$ cat config.mk
export PLATFORM = sky130hd
export DESIGN_NAME = ram_write_arbiter
export DESIGN_NICKNAME = d
export VERILOG_FILES = /design/src/rtl/io_pkg.sv /design/src/rtl/rr_arbiter.sv /design/src/rtl/ram_write_arbiter.sv
export SDC_FILE = /design/constraint.sdc
export NUM_CORES = 1
export LEC_CHECK = 0
export BUFFER_PORTS_ARGS = -buffer_cell sky130_fd_sc_hd__buf_2
export CAP_MARGIN = 25
export CORE_MARGIN = 1.5
export CORE_UTILIZATION = 54
export DETAILED_ROUTE_END_ITERATION = 10
export PLACE_DENSITY = 0.8
export RECOVER_POWER = 100
export SYNTH_ARGS = -nofsm -noshare
export SYNTH_HDL_FRONTEND = slang
export SYNTH_SLANG_ARGS = --single-unit
export TNS_END_PERCENT = 5
$ cat constraint.sdc
create_clock -name clk -period 4.15 [get_ports clk]
set_input_delay 0.2075 -clock clk [delete_from_list [all_inputs] [get_ports clk]]
set_output_delay 0.2075 -clock clk [all_outputs]
set_load 0.005 [all_outputs]
$ cat src/rtl/io_pkg.sv
// Shared constants for the RAM write arbiters: requester count, stream indices, default bases.
// Imported by the arbiter top and its round-robin picker.
package io_pkg;

  localparam int NREQ_DEF = 4;

  localparam int REQ_A    = 0;
  localparam int REQ_B    = 1;
  localparam int REQ_U    = 2;
  localparam int REQ_CTRL = 3;

  localparam int BASE_A    = 5;
  localparam int BASE_B    = 10;
  localparam int BASE_U    = 5;
  localparam int BASE_T    = 0;
  localparam int BASE_CTRL = 0;

  // Index width that stays legal for a single requester.
  function automatic int idx_width(input int n);
    return (n > 1) ? $clog2(n) : 1;
  endfunction

endpackage

$ cat src/rtl/rr_arbiter.sv
// Round-robin picker: combinational search over req starting at rr_ptr, wrapping modulo NREQ.
// rr_ptr moves to one past the winner on each advancing grant.
module rr_arbiter
  import io_pkg::*;
#(
  parameter int NREQ = NREQ_DEF,
  parameter int IW   = idx_width(NREQ)
) (
  input  logic            clk,
  input  logic            reset,
  input  logic [NREQ-1:0] req,
  input  logic            advance,
  output logic [NREQ-1:0] gnt_onehot,
  output logic [IW-1:0]   gnt_idx,
  output logic            gnt_valid
);

  logic [IW-1:0] rr_ptr_q;
  logic [IW-1:0] rr_ptr_d;
  int            cand;

  // Scan from the farthest offset down so the lowest offset from rr_ptr wins last.
  always_comb begin
    gnt_valid = 1'b0;
    gnt_idx   = '0;
    cand      = 0;
    for (int k = NREQ - 1; k >= 0; k--) begin
      cand = (int'(rr_ptr_q) + k) % NREQ;
      if (req[IW'(cand)]) begin
        gnt_valid = 1'b1;
        gnt_idx   = IW'(cand);
      end
    end
  end

  assign gnt_onehot = gnt_valid ? (NREQ'(1) << gnt_idx) : '0;

  always_comb begin
    rr_ptr_d = rr_ptr_q;
    if (advance && gnt_valid) begin
      rr_ptr_d = (gnt_idx == IW'(NREQ - 1)) ? '0 : gnt_idx + 1'b1;
    end
  end

  always_ff @(posedge clk) begin
    if (reset) begin
      rr_ptr_q <= '0;
    end else begin
      rr_ptr_q <= rr_ptr_d;
    end
  end

endmodule

$ cat src/rtl/ram_write_arbiter.sv
// Shares one RAM write port among NREQ streams via one-word buffers and auto-incrementing pointers.
// Optional sticky overflow flags and drop counters under WR_ARB_OVF_DETECT_EN.
module ram_write_arbiter
  import io_pkg::*;
#(
  parameter int N    = 32,
  parameter int AW   = 20,
  parameter int NREQ = NREQ_DEF
) (
  input  logic               clk,
  input  logic               reset,
  input  logic [NREQ-1:0]    store,
  input  logic [NREQ*N-1:0]  wdata,
  input  logic [NREQ*AW-1:0] base_addr,
  input  logic [NREQ-1:0]    load,
  output logic               write,
  output logic [AW-1:0]      addr,
  output logic [N-1:0]       mem_data,
  output logic [NREQ-1:0]    grant,
  output logic [NREQ-1:0]    busy,
  output logic [NREQ-1:0]    ovf
);

  localparam int IW = idx_width(NREQ);

  logic [N-1:0]    wbuf_q [NREQ];
  logic [N-1:0]    wbuf_d [NREQ];
  logic [AW-1:0]   ptr_q  [NREQ];
  logic [AW-1:0]   ptr_d  [NREQ];
  logic [NREQ-1:0] pend_q, pend_d;
  logic [NREQ-1:0] take;

  logic            write_q;
  logic [AW-1:0]   addr_q;
  logic [N-1:0]    mem_data_q;
  logic [NREQ-1:0] grant_q;

  logic [NREQ-1:0] gnt_oh;
  logic [IW-1:0]   gnt_idx;
  logic            gnt_vld;

  rr_arbiter #(.NREQ(NREQ), .IW(IW)) u_rr (
    .clk        (clk),
    .reset      (reset),
    .req        (pend_q),
    .advance    (1'b1),
    .gnt_onehot (gnt_oh),
    .gnt_idx    (gnt_idx),
    .gnt_valid  (gnt_vld)
  );

  // A granted buffer frees up this cycle, so it can accept a refill on the same edge.
  assign take = store & (~pend_q | gnt_oh);

  always_comb begin
    pend_d = pend_q;
    wbuf_d = wbuf_q;
    ptr_d  = ptr_q;
    for (int i = 0; i < NREQ; i++) begin
      if (gnt_oh[i]) begin
        pend_d[i] = 1'b0;
        ptr_d[i]  = ptr_q[i] + 1'b1;
      end
      if (take[i]) begin
        pend_d[i] = 1'b1;
        wbuf_d[i] = wdata[i*N +: N];
      end
      if (load[i]) begin
        ptr_d[i] = base_addr[i*AW +: AW];
      end
    end
  end

  always_ff @(posedge clk) begin
    if (reset) begin
      pend_q     <= '0;
      write_q    <= 1'b0;
      addr_q     <= '0;
      mem_data_q <= '0;
      grant_q    <= '0;
      for (int i = 0; i < NREQ; i++) begin
        wbuf_q[i] <= '0;
        ptr_q[i]  <= '0;
      end
    end else begin
      pend_q  <= pend_d;
      wbuf_q  <= wbuf_d;
      ptr_q   <= ptr_d;
      write_q <= gnt_vld;
      grant_q <= gnt_oh;
      if (gnt_vld) begin
        addr_q     <= ptr_q[gnt_idx];
        mem_data_q <= wbuf_q[gnt_idx];
      end
    end
  end

  assign write    = write_q;
  assign addr     = addr_q;
  assign mem_data = mem_data_q;
  assign grant    = grant_q;
  assign busy     = pend_q;

`ifdef WR_ARB_OVF_DETECT_EN
  logic [NREQ-1:0] ovf_evt;
  logic [NREQ-1:0] ovf_q;
  logic [15:0]     drop_cnt_q [NREQ];

  assign ovf_evt = store & pend_q & ~gnt_oh;

  // Drop counters are visibility-only; they saturate rather than wrap.
  always_ff @(posedge clk) begin
    if (reset) begin
      ovf_q <= '0;
      for (int i = 0; i < NREQ; i++) drop_cnt_q[i] <= '0;
    end else begin
      ovf_q <= ovf_q | ovf_evt;
      for (int i = 0; i < NREQ; i++) begin
        if (ovf_evt[i] && (drop_cnt_q[i] != 16'hFFFF)) drop_cnt_q[i] <= drop_cnt_q[i] + 16'd1;
      end
    end
  end

  assign ovf = ovf_q;
`else
  assign ovf = '0;
`endif

endmodule

==> flow_summary.rst <==
.. list-table::
   :header-rows: 1

   * - Metric
     - Value
   * - Area of the core region
     - 22700 um^2
   * - Worst R2R Setup Slack
     - 520 ps
   * - Number of vias per cell after detailed routing
     - 6.08
   * - Hold WC Path Type
     - in2reg
   * - Count of maximum capacitance violations
     - 4
   * - Synth top area share
     - 43.4%
   * - Pwr Density
     - 411 nW/um^2
   * - Gr usage total
     - 36.1%
   * - Antenna violations before repair
     - 4
   * - Unrepaired setup endpoints after global routing
     - no
   * - Number of distinct standard cells referenced by the synthesized netlist
     - 71
   * - Setup TNS
     - 0 ps
   * - Highest cell delay on the worst timing path
     - 1420 ps
   * - Hold violation count in the final report
     - 0
   * - Placed wire-length estimate
     - 24700 um
   * - Gpl congestion
     - 0.875
   * - Horizontal die dimension
     - 155 um
   * - Netlist Area Pre-Place
     - 12500 um^2
   * - Cell at the root of the clock tree
     - sky130_fd_sc_hd__clkbuf_16
   * - CP arrival
     - 4020 ps
   * - Sink of the worst hold path
     - ptr_q[28]$_SDFFE_PP0P_
   * - Number of buffers on the longest clock path
     - 3
   * - Number of synthesized register bits
     - 271
   * - Kind of critical path
     - reg2reg
   * - Number of global-route vias before repair
     - 13196
   * - Number of buffers created by CTS
     - 29
   * - Cells on worst reg2reg path
     - 6
   * - Syn Area/Cell
     - 8.74 um^2
   * - Level count of the clock H-tree
     - 1
   * - Std cell rows
     - 55
   * - Endpoint type of the worst setup path
     - flip-flop
   * - Routed Antenna Nets
     - 0
   * - Violated checks
     - capacitance limit, slew limit
   * - Max Fanout on Critical Path
     - 105
   * - Number of I/O port buffers
     - 278
   * - Starting Density
     - 55.1%
   * - CTS tree
     - yes
   * - Startpoint of the worst register-to-register path
     - busy[1]$_SDFFE_PP0P_
   * - RR Endpoint
     - mem_data[23]$_SDFFE_PP0P_
   * - Maximum resistive drop on vdd
     - 0.319 mV
   * - Post-route clock period utilization
     - 87.4%
   * - Data required time at the worst endpoint
     - 4550 ps
   * - DR WL/cell
     - 20.5 um
   * - Cell breakdown of the critical path
     - nor2b_1 > o21ai_0 > o211a_4 > clkbuf_4 > mux2i_1 > o221ai_1
   * - Worst Setup Slack, final
     - 525 ps
   * - Clock slew seen by the registers of the worst setup and hold paths
     - 70 ps
   * - Iteration count of the initial detailed-routing pass
     - 5
   * - Number of warnings reported in the yosys synthesis log
     - 0
   * - Maximum number of pins on one net before global-route repair
     - 106
   * - Share of final-layout standard cells stronger than drive strength 1
     - 17.4%
   * - Initial DRC Count
     - 1188
   * - Global-route congestion overflow total
     - 0
   * - Actual slew at the worst max-slew pin
     - 2010 ps
   * - Hold path cells
     - 3
   * - Top cells by area in the synthesized netlist
     - sky130_fd_sc_hd__dfxtp_1 (43%), sky130_fd_sc_hd__mux2i_1 (14%), sky130_fd_sc_hd__nand2_1 (7.3%)
   * - Setup bufs post-CTS
     - 0
   * - Outcome
     - finished with violations
   * - Worst setup timing slack at the placement stage
     - 1040 ps
   * - Total die area
     - 24100 um^2
   * - Top cells by instance count after synthesis
     - sky130_fd_sc_hd__dfxtp_1 (271), sky130_fd_sc_hd__nand2_1 (244), sky130_fd_sc_hd__mux2i_1 (173), sky130_fd_sc_hd__nor2_1 (139), sky130_fd_sc_hd__a21oi_1 (83)
   * - Count leader, synth
     - sky130_fd_sc_hd__dfxtp_1
   * - Post-synth EDFFs
     - 0
   * - Clock Latency Late Sink
     - 560 ps
   * - Max-slew violations
     - 127
   * - Primary flip-flop cell chosen by synthesis mapping
     - sky130_fd_sc_hd__dfxtp_1
   * - Die height
     - 155 um
   * - Origin of the worst min-delay path
     - base_addr[48]
   * - Relative area change from synthesis to final layout
     - 34.8%
   * - Critical-path top delay cell
     - sky130_fd_sc_hd__clkbuf_4
   * - Max frequency
     - 276 MHz
   * - Vias after detailed routing
     - 13162
   * - Fin crit period
     - 3630 ps
   * - Drt drc
     - 0
   * - Wire length reported by the detailed router
     - 44500 um
   * - Type of element launching the critical path
     - flip-flop
   * - Cell accounting for the most synthesized area
     - sky130_fd_sc_hd__dfxtp_1
   * - Final Skew
     - 20.6 ps
   * - Sequential element share of the synthesized area
     - 43.4%
   * - Num ports
     - 283
   * - Net count of the finished layout
     - 2077
   * - Gate Count Post-Synth
     - 1431
   * - Leakage power of the design
     - 6.88 nW
   * - Tightest slew margin relative to the limit
     - -34.2%
   * - FFs w/ async S/R, synth
     - 0%
   * - Count of final setup violators
     - 0
   * - Wire length of the first global-routing pass
     - 69500 um
   * - Clock Sink Count
     - 271
[per-layer routing]
layer  wire (um)  global-route usage (%)  vias up
met5           0                       0        -
li1            -                       -     5953
met3        3620                    8.50      225
met2       20800                    59.8      817
met1       17300                    43.4     6167
met4        2730                    20.0        0
[worst max path at each step]
stage | to | cells after the start | start
floorplan | ptr_q[16]$_SDFFE_PP0P_ | 13 | busy[2]$_SDFFE_PP0P_
global placement | ptr_q[16]$_SDFFE_PP0P_ | 9 | busy[1]$_SDFFE_PP0P_
detailed placement | ptr_q[16]$_SDFFE_PP0P_ | 9 | busy[1]$_SDFFE_PP0P_
CTS | ptr_q[16]$_SDFFE_PP0P_ | 9 | busy[1]$_SDFFE_PP0P_
global route | mem_data[23]$_SDFFE_PP0P_ | 6 | busy[1]$_SDFFE_PP0P_
finish | mem_data[23]$_SDFFE_PP0P_ | 6 | busy[1]$_SDFFE_PP0P_
[worst max-delay path: cells and delay by family (launching register included)]
family	cells	cell delay [ps]
AND/OR/NAND/NOR	1	130
buffers and inverters	1	1420
flip-flops	1	690
AO/OA/AOI/OAI	3	660
multiplexers	1	410
[per-stage QoR]
stage / cells / hold slack, ps / utilization, % / power [W] / cell area (um^2)
finish: 2166 / 5.57 / 74.2 / 0.00693 / 16900
global route: 2164 / 3.35 / 74.2 / 0.00714 / 16800
CTS: 2159 / 1.09 / 74.6 / 0.00684 / 16900
detailed placement: 1902 / 443 / 61.4 / 0.00412 / 13900
global placement: 1902 / 436 / 61.4 / 0.00409 / 13900
floorplan: 1434 / 303 / - / 0.00372 / 12500
[cell families (layout without fill, tap and decap cells)]
| group | Yosys count | in the layout | synth area share [%] |
|---|---|---|---|
| adders and majority gates | 5 | 5 | 0.500 |
| DFF | 271 | 271 | 43.4 |
| other | 1 | 9 | 0.0300 |
| muxes | 173 | 173 | 13.8 |
| xor gates and xnor gates | 44 | 44 | 3.08 |
| AOI/OAI and AO/OA | 254 | 254 | 14.1 |
| and+or+nand+nor | 550 | 550 | 20.4 |
| buffers and inverters | 133 | 575 | 4.65 |
[cells in the final DEF, fill, tap and decap left out, types with 6 or more instances in the layout]
cell / count
sky130_fd_sc_hd__dfxtp_1: 271
sky130_fd_sc_hd__nand2_1: 243
sky130_fd_sc_hd__buf_2: 242
sky130_fd_sc_hd__dlygate4sd3_1: 205
sky130_fd_sc_hd__mux2i_1: 173
sky130_fd_sc_hd__nor2_1: 138
sky130_fd_sc_hd__a21oi_1: 85
sky130_fd_sc_hd__o221ai_1: 52
sky130_fd_sc_hd__clkbuf_1: 39
sky130_fd_sc_hd__nand3_1: 35
sky130_fd_sc_hd__a211oi_1: 33
sky130_fd_sc_hd__nor3_1: 31
sky130_fd_sc_hd__xnor2_1: 31
sky130_fd_sc_hd__clkbuf_16: 29
sky130_fd_sc_hd__inv_1: 25
sky130_fd_sc_hd__o21ai_0: 20
sky130_fd_sc_hd__a311oi_1: 19
sky130_fd_sc_hd__nor4_1: 16
sky130_fd_sc_hd__nand4_1: 15
sky130_fd_sc_hd__xor2_1: 13
sky130_fd_sc_hd__and4_1: 11
sky130_fd_sc_hd__or3_1: 9
sky130_fd_sc_hd__buf_4: 9
sky130_fd_sc_hd__and3_1: 8
sky130_fd_sc_hd__clkinv_2: 8
sky130_fd_sc_hd__o22ai_1: 7
sky130_fd_sc_hd__clkbuf_8: 6
[flip-flops by register name, summed over array words and instances, names as in the netlist]
| name | flops |
|---|---|
| mem_data | 32 |
| wbuf_q | 128 |
| write | 1 |
| grant | 4 |
| ptr_q | 80 |
| u_rr.rr_ptr_q | 2 |
| busy | 4 |
| addr | 20 |
[timing repair]
item	in CTS	in global routing
resized for setup	0	0
hold buffers	204	1
endpoints found under the hold margin	200	1
[final cells by class]
cell class / instances / area [um^2]
fillers: 1578 / 5860
well taps: 285 / 357
clock inverters: 15 / 139
inverters: 26 / 97.6
repair buffers: 496 / 3520
multi-input cells: 1030 / 6480
clock buffers: 38 / 820
flip-flops and latches: 271 / 5430
diodes: 5 / 12.5
[power breakdown]
part           switching (W)  internal [W]  total (W)
Combinational       0.000688      0.000601    0.00129
Sequential          0.000201       0.00281    0.00301
Clock                0.00112       0.00151    0.00263
Total                0.00201       0.00492    0.00693
(Power assumes the default switching activity.)
